$ cat config.mk
export PLATFORM = sky130hd
export DESIGN_NAME = mc_ctrl
export DESIGN_NICKNAME = d
export VERILOG_FILES = /design/src/rtl/mc_pkg.sv /design/src/rtl/mc_decode.sv /design/src/rtl/mc_ctrl.sv
export SDC_FILE = /design/constraint.sdc
export NUM_CORES = 1
export LEC_CHECK = 0
export BUFFER_PORTS_ARGS = -buffer_cell sky130_fd_sc_hd__buf_2
export CAP_MARGIN = 20
export CORE_MARGIN = 5
export CORE_UTILIZATION = 50
export DETAILED_ROUTE_END_ITERATION = 8
export PLACE_DENSITY = 0.76
export SYNTH_ARGS = -nofsm -noshare
export SYNTH_HDL_FRONTEND = slang
export SYNTH_SLANG_ARGS = --single-unit
$ cat constraint.sdc
create_clock -name clk -period 5.6 [get_ports clk]
set_clock_uncertainty 0.2 [all_clocks]
set_input_delay 0.56 -clock clk [delete_from_list [all_inputs] [get_ports clk]]
set_output_delay 0.56 -clock clk [all_outputs]
set_load 0.05 [all_outputs]
$ cat src/rtl/mc_pkg.sv
// Shared encodings for the multi-cycle RV32I controller and the datapath
// blocks (ALU, EXT, NPC, DM) that consume its control outputs.
package mc_pkg;

    typedef enum logic [2:0] {S_IF, S_ID, S_EX, S_MEM, S_WB, S_HALT} state_t;

    typedef enum logic [3:0] {
        CL_RTYPE, CL_ITYPE_ALU, CL_LOAD, CL_STORE, CL_BRANCH,
        CL_JAL, CL_JALR, CL_LUI, CL_AUIPC
    } iclass_t;

    localparam logic [6:0] OP_RTYPE  = 7'b0110011;
    localparam logic [6:0] OP_ITYPE  = 7'b0010011;
    localparam logic [6:0] OP_LOAD   = 7'b0000011;
    localparam logic [6:0] OP_STORE  = 7'b0100011;
    localparam logic [6:0] OP_BRANCH = 7'b1100011;
    localparam logic [6:0] OP_JAL    = 7'b1101111;
    localparam logic [6:0] OP_JALR   = 7'b1100111;
    localparam logic [6:0] OP_LUI    = 7'b0110111;
    localparam logic [6:0] OP_AUIPC  = 7'b0010111;

    localparam logic [6:0] F7_BASE = 7'b0000000;
    localparam logic [6:0] F7_ALT  = 7'b0100000;

    localparam logic [4:0] ALU_NOP   = 5'd0;
    localparam logic [4:0] ALU_LUI   = 5'd1;
    localparam logic [4:0] ALU_AUIPC = 5'd2;
    localparam logic [4:0] ALU_ADD   = 5'd3;
    localparam logic [4:0] ALU_SUB   = 5'd4;
    localparam logic [4:0] ALU_BNE   = 5'd5;
    localparam logic [4:0] ALU_BLT   = 5'd6;
    localparam logic [4:0] ALU_BGE   = 5'd7;
    localparam logic [4:0] ALU_BLTU  = 5'd8;
    localparam logic [4:0] ALU_BGEU  = 5'd9;
    localparam logic [4:0] ALU_SLT   = 5'd10;
    localparam logic [4:0] ALU_SLTU  = 5'd11;
    localparam logic [4:0] ALU_XOR   = 5'd12;
    localparam logic [4:0] ALU_OR    = 5'd13;
    localparam logic [4:0] ALU_AND   = 5'd14;
    localparam logic [4:0] ALU_SLL   = 5'd15;
    localparam logic [4:0] ALU_SRL   = 5'd16;
    localparam logic [4:0] ALU_SRA   = 5'd17;
    localparam logic [4:0] ALU_BEQ   = 5'd18;

    localparam logic [5:0] EXT_NONE   = 6'b000000;
    localparam logic [5:0] EXT_ISHAMT = 6'b100000;
    localparam logic [5:0] EXT_I      = 6'b010000;
    localparam logic [5:0] EXT_S      = 6'b001000;
    localparam logic [5:0] EXT_B      = 6'b000100;
    localparam logic [5:0] EXT_U      = 6'b000010;
    localparam logic [5:0] EXT_J      = 6'b000001;

    localparam logic [2:0] NPC_PLUS4  = 3'b000;
    localparam logic [2:0] NPC_BRANCH = 3'b001;
    localparam logic [2:0] NPC_JUMP   = 3'b010;
    localparam logic [2:0] NPC_JALR   = 3'b100;

    localparam logic [1:0] WD_ALU = 2'b00;
    localparam logic [1:0] WD_MEM = 2'b01;
    localparam logic [1:0] WD_PC  = 2'b10;

    localparam logic [2:0] DM_W  = 3'b000;
    localparam logic [2:0] DM_H  = 3'b001;
    localparam logic [2:0] DM_HU = 3'b010;
    localparam logic [2:0] DM_B  = 3'b011;
    localparam logic [2:0] DM_BU = 3'b100;

endpackage

$ cat src/rtl/mc_decode.sv
// Combinational instruction classifier: opcode/funct fields to class,
// ALU/EXT/DM encodings and a legality flag.
import mc_pkg::*;

module mc_decode (
    input  logic [6:0] op,
    input  logic [2:0] funct3,
    input  logic [6:0] funct7,
    output iclass_t    cls,
    output logic [4:0] alu_op,
    output logic [5:0] ext_op,
    output logic [2:0] dm_type,
    output logic       legal
);

    always_comb begin
        cls     = CL_RTYPE;
        alu_op  = ALU_NOP;
        ext_op  = EXT_NONE;
        dm_type = DM_W;
        legal   = 1'b0;
        case (op)
            OP_RTYPE: begin
                cls = CL_RTYPE;
                if (funct7 == F7_BASE) begin
                    legal = 1'b1;
                    case (funct3)
                        3'b000:  alu_op = ALU_ADD;
                        3'b001:  alu_op = ALU_SLL;
                        3'b010:  alu_op = ALU_SLT;
                        3'b011:  alu_op = ALU_SLTU;
                        3'b100:  alu_op = ALU_XOR;
                        3'b101:  alu_op = ALU_SRL;
                        3'b110:  alu_op = ALU_OR;
                        default: alu_op = ALU_AND;
                    endcase
                end else if (funct7 == F7_ALT) begin
                    legal  = (funct3 == 3'b000) || (funct3 == 3'b101);
                    alu_op = (funct3 == 3'b000) ? ALU_SUB : ALU_SRA;
                end
            end
            OP_ITYPE: begin
                cls    = CL_ITYPE_ALU;
                ext_op = EXT_I;
                legal  = 1'b1;
                case (funct3)
                    3'b000: alu_op = ALU_ADD;
                    3'b010: alu_op = ALU_SLT;
                    3'b011: alu_op = ALU_SLTU;
                    3'b100: alu_op = ALU_XOR;
                    3'b110: alu_op = ALU_OR;
                    3'b111: alu_op = ALU_AND;
                    3'b001: begin
                        alu_op = ALU_SLL;
                        ext_op = EXT_ISHAMT;
                        legal  = (funct7 == F7_BASE);
                    end
                    default: begin
                        alu_op = (funct7 == F7_ALT) ? ALU_SRA : ALU_SRL;
                        ext_op = EXT_ISHAMT;
                        legal  = (funct7 == F7_BASE) || (funct7 == F7_ALT);
                    end
                endcase
            end
            OP_LOAD: begin
                cls    = CL_LOAD;
                alu_op = ALU_ADD;
                ext_op = EXT_I;
                legal  = 1'b1;
                case (funct3)
                    3'b000:  dm_type = DM_B;
                    3'b001:  dm_type = DM_H;
                    3'b010:  dm_type = DM_W;
                    3'b100:  dm_type = DM_BU;
                    3'b101:  dm_type = DM_HU;
                    default: legal   = 1'b0;
                endcase
            end
            OP_STORE: begin
                cls    = CL_STORE;
                alu_op = ALU_ADD;
                ext_op = EXT_S;
                legal  = 1'b1;
                case (funct3)
                    3'b000:  dm_type = DM_B;
                    3'b001:  dm_type = DM_H;
                    3'b010:  dm_type = DM_W;
                    default: legal   = 1'b0;
                endcase
            end
            OP_BRANCH: begin
                cls    = CL_BRANCH;
                ext_op = EXT_B;
                legal  = 1'b1;
                case (funct3)
                    3'b000:  alu_op = ALU_BEQ;
                    3'b001:  alu_op = ALU_BNE;
                    3'b100:  alu_op = ALU_BLT;
                    3'b101:  alu_op = ALU_BGE;
                    3'b110:  alu_op = ALU_BLTU;
                    3'b111:  alu_op = ALU_BGEU;
                    default: legal  = 1'b0;
                endcase
            end
            OP_JAL: begin
                cls    = CL_JAL;
                ext_op = EXT_J;
                legal  = 1'b1;
            end
            OP_JALR: begin
                cls    = CL_JALR;
                alu_op = ALU_ADD;
                ext_op = EXT_I;
                legal  = (funct3 == 3'b000);
            end
            OP_LUI: begin
                cls    = CL_LUI;
                alu_op = ALU_LUI;
                ext_op = EXT_U;
                legal  = 1'b1;
            end
            OP_AUIPC: begin
                cls    = CL_AUIPC;
                alu_op = ALU_AUIPC;
                ext_op = EXT_U;
                legal  = 1'b1;
            end
            default: legal = 1'b0;
        endcase
    end

endmodule

$ cat src/rtl/mc_ctrl.sv
// Multi-cycle sequencing controller: steps each instruction through
// fetch/decode/execute/memory/write-back over one shared memory port.
//   state  | meaning
//   S_IF   | fetch request at PC; IR/PC update on mem_ready
//   S_ID   | classify IR, latch class and control encodings
//   S_EX   | ALU operation; branches/jumps update PC
//   S_MEM  | load/store request at ALUOut
//   S_WB   | register-file write, retire
//   S_HALT | unsupported encoding seen; only reset leaves
import mc_pkg::*;

module mc_ctrl #(
    parameter int CNT_W = 32
) (
    input  logic             clk,
    input  logic             rstn,
    input  logic [6:0]       Op,
    input  logic [6:0]       Funct7,
    input  logic [2:0]       Funct3,
    input  logic             Zero,
    input  logic             mem_ready,
    output logic             mem_req,
    output logic             MemWrite,
    output logic             IorD,
    output logic             IRWrite,
    output logic             PCWrite,
    output logic             RegWrite,
    output logic             ALUSrc,
    output logic [4:0]       ALUOp,
    output logic [5:0]       EXTOp,
    output logic [2:0]       NPCOp,
    output logic [1:0]       WDSel,
    output logic [2:0]       DMType,
    output logic             retire,
    output logic [CNT_W-1:0] instret,
    output logic             illegal
);

    state_t           state_q, state_d;
    iclass_t          cls_q, cls_d;
    logic [4:0]       alu_op_q, alu_op_d;
    logic [5:0]       ext_op_q, ext_op_d;
    logic [2:0]       dm_type_q, dm_type_d;
    logic             illegal_q, illegal_d;
    logic [CNT_W-1:0] instret_q, instret_d;

    iclass_t    dec_cls;
    logic [4:0] dec_alu_op;
    logic [5:0] dec_ext_op;
    logic [2:0] dec_dm_type;
    logic       dec_legal;

    mc_decode u_decode (
        .op      (Op),
        .funct3  (Funct3),
        .funct7  (Funct7),
        .cls     (dec_cls),
        .alu_op  (dec_alu_op),
        .ext_op  (dec_ext_op),
        .dm_type (dec_dm_type),
        .legal   (dec_legal)
    );

    // Outputs are decoded from the current state and gated by rstn so a
    // reset mid-request drops every strobe without waiting for a clock.
    always_comb begin
        state_d   = state_q;
        cls_d     = cls_q;
        alu_op_d  = alu_op_q;
        ext_op_d  = ext_op_q;
        dm_type_d = dm_type_q;
        illegal_d = illegal_q;
        mem_req   = 1'b0;
        MemWrite  = 1'b0;
        IorD      = 1'b0;
        IRWrite   = 1'b0;
        PCWrite   = 1'b0;
        RegWrite  = 1'b0;
        ALUSrc    = 1'b0;
        ALUOp     = ALU_NOP;
        EXTOp     = EXT_NONE;
        NPCOp     = NPC_PLUS4;
        WDSel     = WD_ALU;
        DMType    = DM_W;
        retire    = 1'b0;
        if (rstn) begin
            case (state_q)
                S_IF: begin
                    mem_req = 1'b1;
                    if (mem_ready) begin
                        IRWrite = 1'b1;
                        PCWrite = 1'b1;
                        NPCOp   = NPC_PLUS4;
                        state_d = S_ID;
                    end
                end
                S_ID: begin
                    cls_d     = dec_cls;
                    alu_op_d  = dec_alu_op;
                    ext_op_d  = dec_ext_op;
                    dm_type_d = dec_dm_type;
                    if (dec_legal) begin
                        state_d = S_EX;
                    end else begin
                        illegal_d = 1'b1;
                        state_d   = S_HALT;
                    end
                end
                S_EX: begin
                    ALUOp  = alu_op_q;
                    EXTOp  = ext_op_q;
                    ALUSrc = !(cls_q inside {CL_RTYPE, CL_BRANCH, CL_JAL});
                    case (cls_q)
                        CL_BRANCH: begin
                            PCWrite = Zero;
                            NPCOp   = {2'b00, Zero};
                            retire  = 1'b1;
                            state_d = S_IF;
                        end
                        CL_JAL: begin
                            PCWrite = 1'b1;
                            NPCOp   = NPC_JUMP;
                            state_d = S_WB;
                        end
                        CL_JALR: begin
                            PCWrite = 1'b1;
                            NPCOp   = NPC_JALR;
                            state_d = S_WB;
                        end
                        CL_LOAD, CL_STORE: state_d = S_MEM;
                        default:           state_d = S_WB;
                    endcase
                end
                S_MEM: begin
                    mem_req  = 1'b1;
                    IorD     = 1'b1;
                    MemWrite = (cls_q == CL_STORE);
                    DMType   = dm_type_q;
                    if (mem_ready) begin
                        if (cls_q == CL_STORE) begin
                            retire  = 1'b1;
                            state_d = S_IF;
                        end else begin
                            state_d = S_WB;
                        end
                    end
                end
                S_WB: begin
                    RegWrite = 1'b1;
                    retire   = 1'b1;
                    state_d  = S_IF;
                    case (cls_q)
                        CL_LOAD:         WDSel = WD_MEM;
                        CL_JAL, CL_JALR: WDSel = WD_PC;
                        default:         WDSel = WD_ALU;
                    endcase
                end
                S_HALT:  state_d = S_HALT;
                default: state_d = S_IF;
            endcase
        end
        instret_d = instret_q + {{(CNT_W-1){1'b0}}, retire};
    end

    always_ff @(posedge clk or negedge rstn) begin
        if (!rstn) begin
            state_q   <= S_IF;
            cls_q     <= CL_RTYPE;
            alu_op_q  <= ALU_NOP;
            ext_op_q  <= EXT_NONE;
            dm_type_q <= DM_W;
            illegal_q <= 1'b0;
            instret_q <= '0;
        end else begin
            state_q   <= state_d;
            cls_q     <= cls_d;
            alu_op_q  <= alu_op_d;
            ext_op_q  <= ext_op_d;
            dm_type_q <= dm_type_d;
            illegal_q <= illegal_d;
            instret_q <= instret_d;
        end
    end

    assign instret = instret_q;
    assign illegal = illegal_q;

endmodule

# Yosys cells after proc, flatten, opt, wreduce, memory -nomap -nowiden
# Index checks and enable logic that the tools add are counted.
totals:
  reg_bits: 54
  output_inout_bits: 60
classes:
  n_mux: 60
  addsub: 1
  n_reduce_logical: 22
  n_eq_ne: 29
  bitwise: 1
ops:
  columns: ["op", "n"]
  rows:
  - ["$pmux 5 s7", 2]
  - ["$pmux 5 s6", 2]
  - ["$pmux 6 s6", 1]
  - ["$add 32x1->32", 1]
  - ["$pmux 4 s8", 1]
  - ["$eq 7x6->1 const B", 4]
  - ["$mux 5", 5]
  - ["$mux 1", 24]
  - ["$mux 3", 8]
  - ["$eq 7x7->1 const B", 3]
  - ["$eq 3x3->1 const B", 6]
  - ["$mux 6", 3]
  - ["$pmux 3 s5", 1]
  - ["$eq 7x5->1 const B", 2]
  - ["$eq 3x2->1 const B", 4]
  - ["$eq 4x3->1 const B", 3]
  - ["$pmux 3 s2", 2]
  - ["$pmux 3 s4", 1]
  - ["$reduce_or 6->1", 2]
  - ["$reduce_or 2->1", 5]
  - ["$pmux 3 s3", 1]
  - ["$reduce_or 3->1", 3]
  - ["$eq 4x2->1 const B", 2]
  - ["$pmux 2 s2", 2]
  - ["other kinds (17)", 25]

# Depth between registers and ports, before layout
# Gate-level depths: netlist (run 1).
logic_depth:
  depth_word: 7
  ltp_mapped: 12
  mapped_depth_nobuf: 12

# Modules after synthesis
# From an unflattened synthesis (run 1), not the netlist that was laid out.
hier_totals:
  cells_unflattened: 346
  area_unflattened_um2: 3306.9
modules_own_cells:
  columns: ["module", "cells_per_inst", "area_per_inst_um2", "seq_area_each_um2", "instances"]
  rows:
  - ["mc_ctrl", 236, 2658.8, 1351.3, 1]
  - ["mc_decode", 110, 648.1, 0.0, 1]

# Least setup slack after synthesis (run 1)
# No wires, ideal clock.
synth_timing:
  kind: "in2out"
  startpoint: "input port rstn"
  endpoint: "output port NPCOp[1]"
  stages: 5
  arrival_time_ps: 2319
  slack_ps: 2521
  required_ps: 4840
  cell_sequence: "nor2b_1 nand2_1 nor2_1 nand2_1 nor3b_1"
synth_via:
  elab_chain_len: 1
synth_rtl:
  columns: ["element", "line", "rtl"]
  rows:
  - ["start: declaration", "mc_ctrl.sv:16", "input logic rstn,"]
  - ["$mux 3", "mc_ctrl.sv:86", "if (rstn) begin"]
  - ["end: declaration", "mc_ctrl.sv:31", "output logic [2:0] NPCOp,"]
# Every way passes these cells.

# Final worst setup path (run 1)
layout_timing:
  startpoint: "register state_q[2]"
  endpoint: "output port NPCOp[1]"
layout_via:
  elab_chain_len: 3
layout_rtl:
  columns: ["element", "line", "rtl"]
  rows:
  - ["start: declaration", "mc_ctrl.sv:39", "state_t state_q, state_d;"]
  - ["start signal: assignment", "mc_ctrl.sv:175", "state_q <= state_d;"]
  - ["$eq 3x2->1", "mc_ctrl.sv:87", "case (state_q)"]
  - ["$mux 3", null, null]
  - ["$mux 3", "mc_ctrl.sv:86", null]
# Every way passes these cells.

==> results of run 1 <==
## synthesized netlist by cell type (3+ instances only)
| master | count |
|---|---|
| clkbuf_1 | 5 |
| buf_2 | 11 |
| nand4_1 | 6 |
| nand2b_1 | 5 |
| and3_1 | 6 |
| o21ai_2 | 3 |
| dfrtp_1 | 54 |
| o211ai_1 | 5 |
| o2111ai_1 | 3 |
| a31oi_1 | 6 |
| and4_1 | 3 |
| o31ai_1 | 4 |
| nand3_1 | 15 |
| inv_1 | 12 |
| a21oi_1 | 10 |
| nor2b_1 | 12 |
| o21ai_0 | 14 |
| and2_1 | 17 |
| xor2_1 | 13 |
| xnor2_1 | 22 |
| nand2_1 | 44 |
| nor2_1 | 26 |
| nor3b_1 | 4 |
| nor3_1 | 8 |
## critical path, delay by kind of cell, from the launching register on
kind | cells | cell delay [ps]
and+or+nand+nor | 5 | 1400
DFF | 1 | 460
buffers and inverters | 1 | 290
## state kept, by name (all words and copies together), names as in the netlist
signal     flops
cls_q          4
state_q        3
instret       32
illegal        1
dm_type_q      3
ext_op_q       6
alu_op_q       5
## stage by stage
stage	hold slack (ps)	util [%]	power (mW)
after floorplan	64.41	-	0.4581
after global placement	252.7	58.01	0.4850
after detailed placement	258.2	58.01	0.4870
after CTS	233.4	59.70	0.7392
after global routing	283.2	59.70	0.7665
final	210.2	59.70	0.7338
## power breakdown
part	internal, mW	switching (mW)
clock	0.132	0.123
combinational	0.0239	0.0519
sequential	0.397	0.00665
total	0.552	0.182
## cell type report
type / instances / area (um^2) / area share [%]
clock buffers: 5 / 68.82 / 1.805
inverters: 12 / 45.04 / 1.181
clock inverters: 2 / 38.79 / 1.017
multi-input cells: 274 / 1804 / 47.33
well taps: 77 / 96.34 / 2.527
repair buffers: 81 / 407.9 / 10.70
flip-flops and latches: 54 / 1351 / 35.44
## how the worst max path moves through the flow
stage / endpoint / from / slack (ps) / cells after the start
after global routing: instret[28] / cls_q[1] / 2180 / 11
after floorplan: NPCOp[1] / rstn / 2520 / 5
after CTS: NPCOp[1] / state_q[2] / 2380 / 6
after detailed placement: instret[28] / rstn / 2340 / 10
after global placement: instret[28] / rstn / 2400 / 10
final: NPCOp[1] / state_q[2] / 2390 / 6
## cells by family (layout without fill, tap and decap cells)
group / after synthesis / count (layout) / synth area share [%]
AND/OR/NAND/NOR: 169 / 169 / 30.02
AO/OA/AOI/OAI: 66 / 66 / 14.06
flip-flops: 54 / 54 / 41.03
XOR/XNOR: 35 / 35 / 9.308
buffers and inverters: 30 / 100 / 4.179
adder cells (fa/ha/maj): 2 / 2 / 0.7598
multiplexers: 2 / 2 / 0.6459
## layer usage
metal | track usage [%] | share of wire [%]
met1 | 25.28 | 46
met2 | 27.58 | 47
met3 | 3.802 | 6.1
met4 | 4.034 | 0.72
met5 | 0 | 0
==> run metrics, run 1 <==
Worst EP arrival=2450 ps; largest net degree at the start of global routing=63; commonest non-fill, non-tap cells in the layout=buf_2, dfrtp_1, nand2_1, nor2_1, xnor2_1; worst path cell trace=nor2b_1 -> nand2_1 -> nor2_1 -> nand2_1 -> nor3b_1 -> buf_2; Fmax=311.1 MHz; post-route ant nets=0; Die H=91.16 um; gr usage total=17.68%; most common cell after layout, fill and taps aside=buf_2; Setup violations, final=0; number of port buffers=80; syn_nets=381; Final Slew Violations=0; final setup margin=2386 ps; CTS tree=yes; Fin Setup TNS=0 ps; CP Class=flip-flop to output port; htree depth=2; number of synthesized register bits=54; Initial DRC Count=225; Pleak=1.917 nW; share of the synthesized area in the top cell type=41.03%; final instance count without filler cells=505; total wire length=7322 um; Clock Tree Buf Depth=2; post-cts sizing count=0; RePlAce Congestion=0.8851; worst endpoint required time=4840 ps; antenna cell count=0; Fin. Hold Viols=0; synth unique cells=66; clk slew on worst S/H paths=100 ps; cell accounting for the most synthesized area=dfrtp_1; placed cell area=3705 um^2; final worst path period share=57.39%; R2R depth=11; Ys Warns=0; vias per cell=5.582; Fill cells=576; Clock Latency Late Sink=300 ps; reg2reg start=cls_q[1]; status=complete, no violations; CP Launch Type=flip-flop; Avg WL per Cell=14.50 um; fin nets=451; die footprint=8309 um^2; sequential area share after synthesis=41.03%; Worst Setup End Kind=output port; EDFF count, synth=0; unrepaired setup endpoints after global routing=no; Pre-antenna DRT Iters=4; I/O pins=81; fraction of layout cells with a size suffix above 1=26.17%; Max-slew headroom=49.92%; Synth Area per Inst=9.199 um^2; standard-cell rows=29; Clock Tree Root=clkbuf_8; Crit-path slowest cell=nor2_1; vias in the first global route=2589; Congestion Overflow GR=0; total core area=6386 um^2; Hold Path Class=primary input to asynchronous set/reset pin; synth top area cells=dfrtp_1, xnor2_1, nand2_1, xor2_1, and2_1; Synth Instances=358; Hold Buf Count CTS=0; Final min period=3214 ps; first-pass GRT wire length=12430 um; cell mode on critical path=nand2_1; Power Density=192.5 nW/um^2; Starting Density=51.57%; die span in x=91.16 um; ys async rst share=100.0%; initial antenna violation count=0; reg2reg end=instret[28]; vias post-DR=2819; dpl hpwl=5554 um; r2r setup slk=2470 ps; Placement Setup Slack=2336 ps; DRC=0; Max-Cap Viols=0; Layout area overhead=15.77%; crit-path max FO=14; Most used DFF post-synth=dfrtp_1; max incr delay on CP=600 ps; Placed Cells=498; synthesized area=3293 um^2; Post-CTS Setup Bufs=0; worst-margin pin slew=748.4 ps; TritonCTS buffer count=5; Num Clock Sinks=54; worst vdd ir=0.0001353 V; final instance area=3812 um^2
Note: power is estimated with default switching activity, not from simulation.
==> run 2: changes to the inputs <==
--- a/config.mk
+++ b/config.mk
@@ -8,9 +8,9 @@
 export BUFFER_PORTS_ARGS = -buffer_cell sky130_fd_sc_hd__buf_2
 export CAP_MARGIN = 20
 export CORE_MARGIN = 5
-export CORE_UTILIZATION = 50
+export CORE_UTILIZATION = 49
 export DETAILED_ROUTE_END_ITERATION = 8
-export PLACE_DENSITY = 0.76
+export PLACE_DENSITY = 0.77
 export SYNTH_ARGS = -nofsm -noshare
 export SYNTH_HDL_FRONTEND = slang
 export SYNTH_SLANG_ARGS = --single-unit
==> constraint.sdc (replaced) <==
create_clock -name clk -period 2.8 [get_ports clk]
set_clock_uncertainty 0.2 [all_clocks]
set_input_delay 0.28 -clock clk [delete_from_list [all_inputs] [get_ports clk]]
set_output_delay 0.28 -clock clk [all_outputs]
set_load 0.05 [all_outputs]
==> run metrics, run 2 (synthesis gave the netlist of run 1 again) <==
clk slew on worst S/H paths=100 ps; initial antenna violation count=0; largest net degree at the start of global routing=40; instance count on the critical path=8; vias post-DR=2858; cell mode on critical path=buf_2; Final Slew Violations=0; Power Density=361.9 nW/um^2; Clock Latency Late Sink=310 ps; standard-cell rows=29; Crit-path slowest cell=dlygate4sd3_1; status=complete, no violations; delay-heaviest family, CP=buffers and inverters; Fill cells=568; r2r setup slk=220 ps; Clock Tree Root=clkbuf_8; final worst path period share=93.81%; dpl hpwl=5926 um; placed cell area=3772 um^2; commonest non-fill, non-tap cells in the layout=buf_2, dfrtp_1, nand2_1, nor2_1, xnor2_1; Final min period=2627 ps; most common cell after layout, fill and taps aside=buf_2; die footprint=8460 um^2; Congestion Overflow GR=0; Fmax=380.7 MHz; Fin. Hold Viols=0; post-route ant nets=0; reg2reg end=instret[28]; Pleak=1.984 nW; CP Launch Type=primary input; max incr delay on CP=520 ps; Die H=91.98 um; worst vdd ir=0.0002147 V; Max-Cap Viols=0; fraction of layout cells with a size suffix above 1=30.14%; Pre-antenna DRT Iters=4; fin nets=460; gr usage total=18.39%; Critical Path Start=rstn; reg2reg start=cls_q[3]; antenna cell count=0; Max-slew headroom=52.08%; worst-margin pin slew=717.0 ps; DRC=0; htree depth=2; Worst Setup End Kind=output port; number of port buffers=80; total wire length=7700 um; Avg WL per Cell=14.95 um; max reg flops=32; RePlAce Congestion=0.8653; first-pass GRT wire length=13030 um; Initial DRC Count=174; Worst EP arrival=2150 ps; Post-CTS Setup Bufs=0; Setup violations, final=0; die span in x=91.98 um; TritonCTS buffer count=5; I/O pins=81; crit-path max FO=8; Fin Setup TNS=0 ps; CP Class=primary input to output port; Clock Tree Buf Depth=2; Num Clock Sinks=54; Hold Path Class=primary input to flip-flop; crit path to=EXTOp[2]; total core area=6459 um^2; Starting Density=50.99%; Layout area overhead=19.03%; worst path cell trace=dlygate4sd3_1 -> buf_2 -> nor2b_1 -> nand2_1 -> nor2_4 -> buf_4 -> and2_1 -> buf_2; vias per cell=5.550; worst endpoint required time=2320 ps; vias in the first global route=2785; R2R depth=11; CTS tree=yes; Buffers & Inverters on Critical Path=4; final instance area=3920 um^2
run 2: metrics by stage:
step	power, mW	worst slack, ps	util [%]	hold WS (ps)	instances
floorplan	0.9169	23.99	-	-215.6	358
global placement	0.9764	112.6	58.41	109.8	506
detailed placement	0.9828	60.36	58.41	108.7	506
CTS	1.432	19.00	60.07	68.27	515
global route	1.489	-3.808	60.69	90.71	515
finish	1.419	173.4	60.69	69.73	515
run 2: area by class of cell:
cell class / instances / area (um^2) / share of cell area [%]
inverter: 12 / 45.04 / 1.149
multi-input combinational: 274 / 1846 / 47.08
timing repair buffer: 90 / 480.5 / 12.26
sequential: 54 / 1355 / 34.57
clock buffer: 5 / 68.82 / 1.756
clock inverter: 3 / 28.78 / 0.7341
tap: 77 / 96.34 / 2.458
run 2: worst min path at each step:
stage / from / end / slack (ps) / cells after the start
after global placement: rstn / state_q[0] / 110 / 2
after floorplan: rstn / alu_op_q[0] / -220 / 0
after detailed placement: rstn / state_q[0] / 110 / 2
final: Op[3] / ext_op_q[0] / 70 / 3
after CTS: Op[3] / ext_op_q[0] / 70 / 3
after global routing: Op[3] / ext_op_q[0] / 90 / 3
run 2: what timing repair did:
item,in CTS,in global routing
endpoints found under the hold margin,54,0
gates resized for setup,0,12
setup endpoints to repair,0,23
hold buffers,1,0
run 2: power by group:
group | switching [mW] | total, mW | leakage (nW) | internal [mW]
Sequential | 0.0127 | 0.807 | 0.721 | 0.794
Combinational | 0.108 | 0.162 | 1.21 | 0.0542
Clock | 0.264 | 0.450 | 0.0502 | 0.186
run 2: worst min-delay path, stage by stage:
cell and delay [ps]:
buf_2 140, nand3_1 80, nand2_1 50
run 2: per-layer routing:
metal	wire length (um)	GRT usage (%)
met1	3414	24.75
met4	101	4.332
met2	3695	30.54
met3	490	3.846
met5	0	0
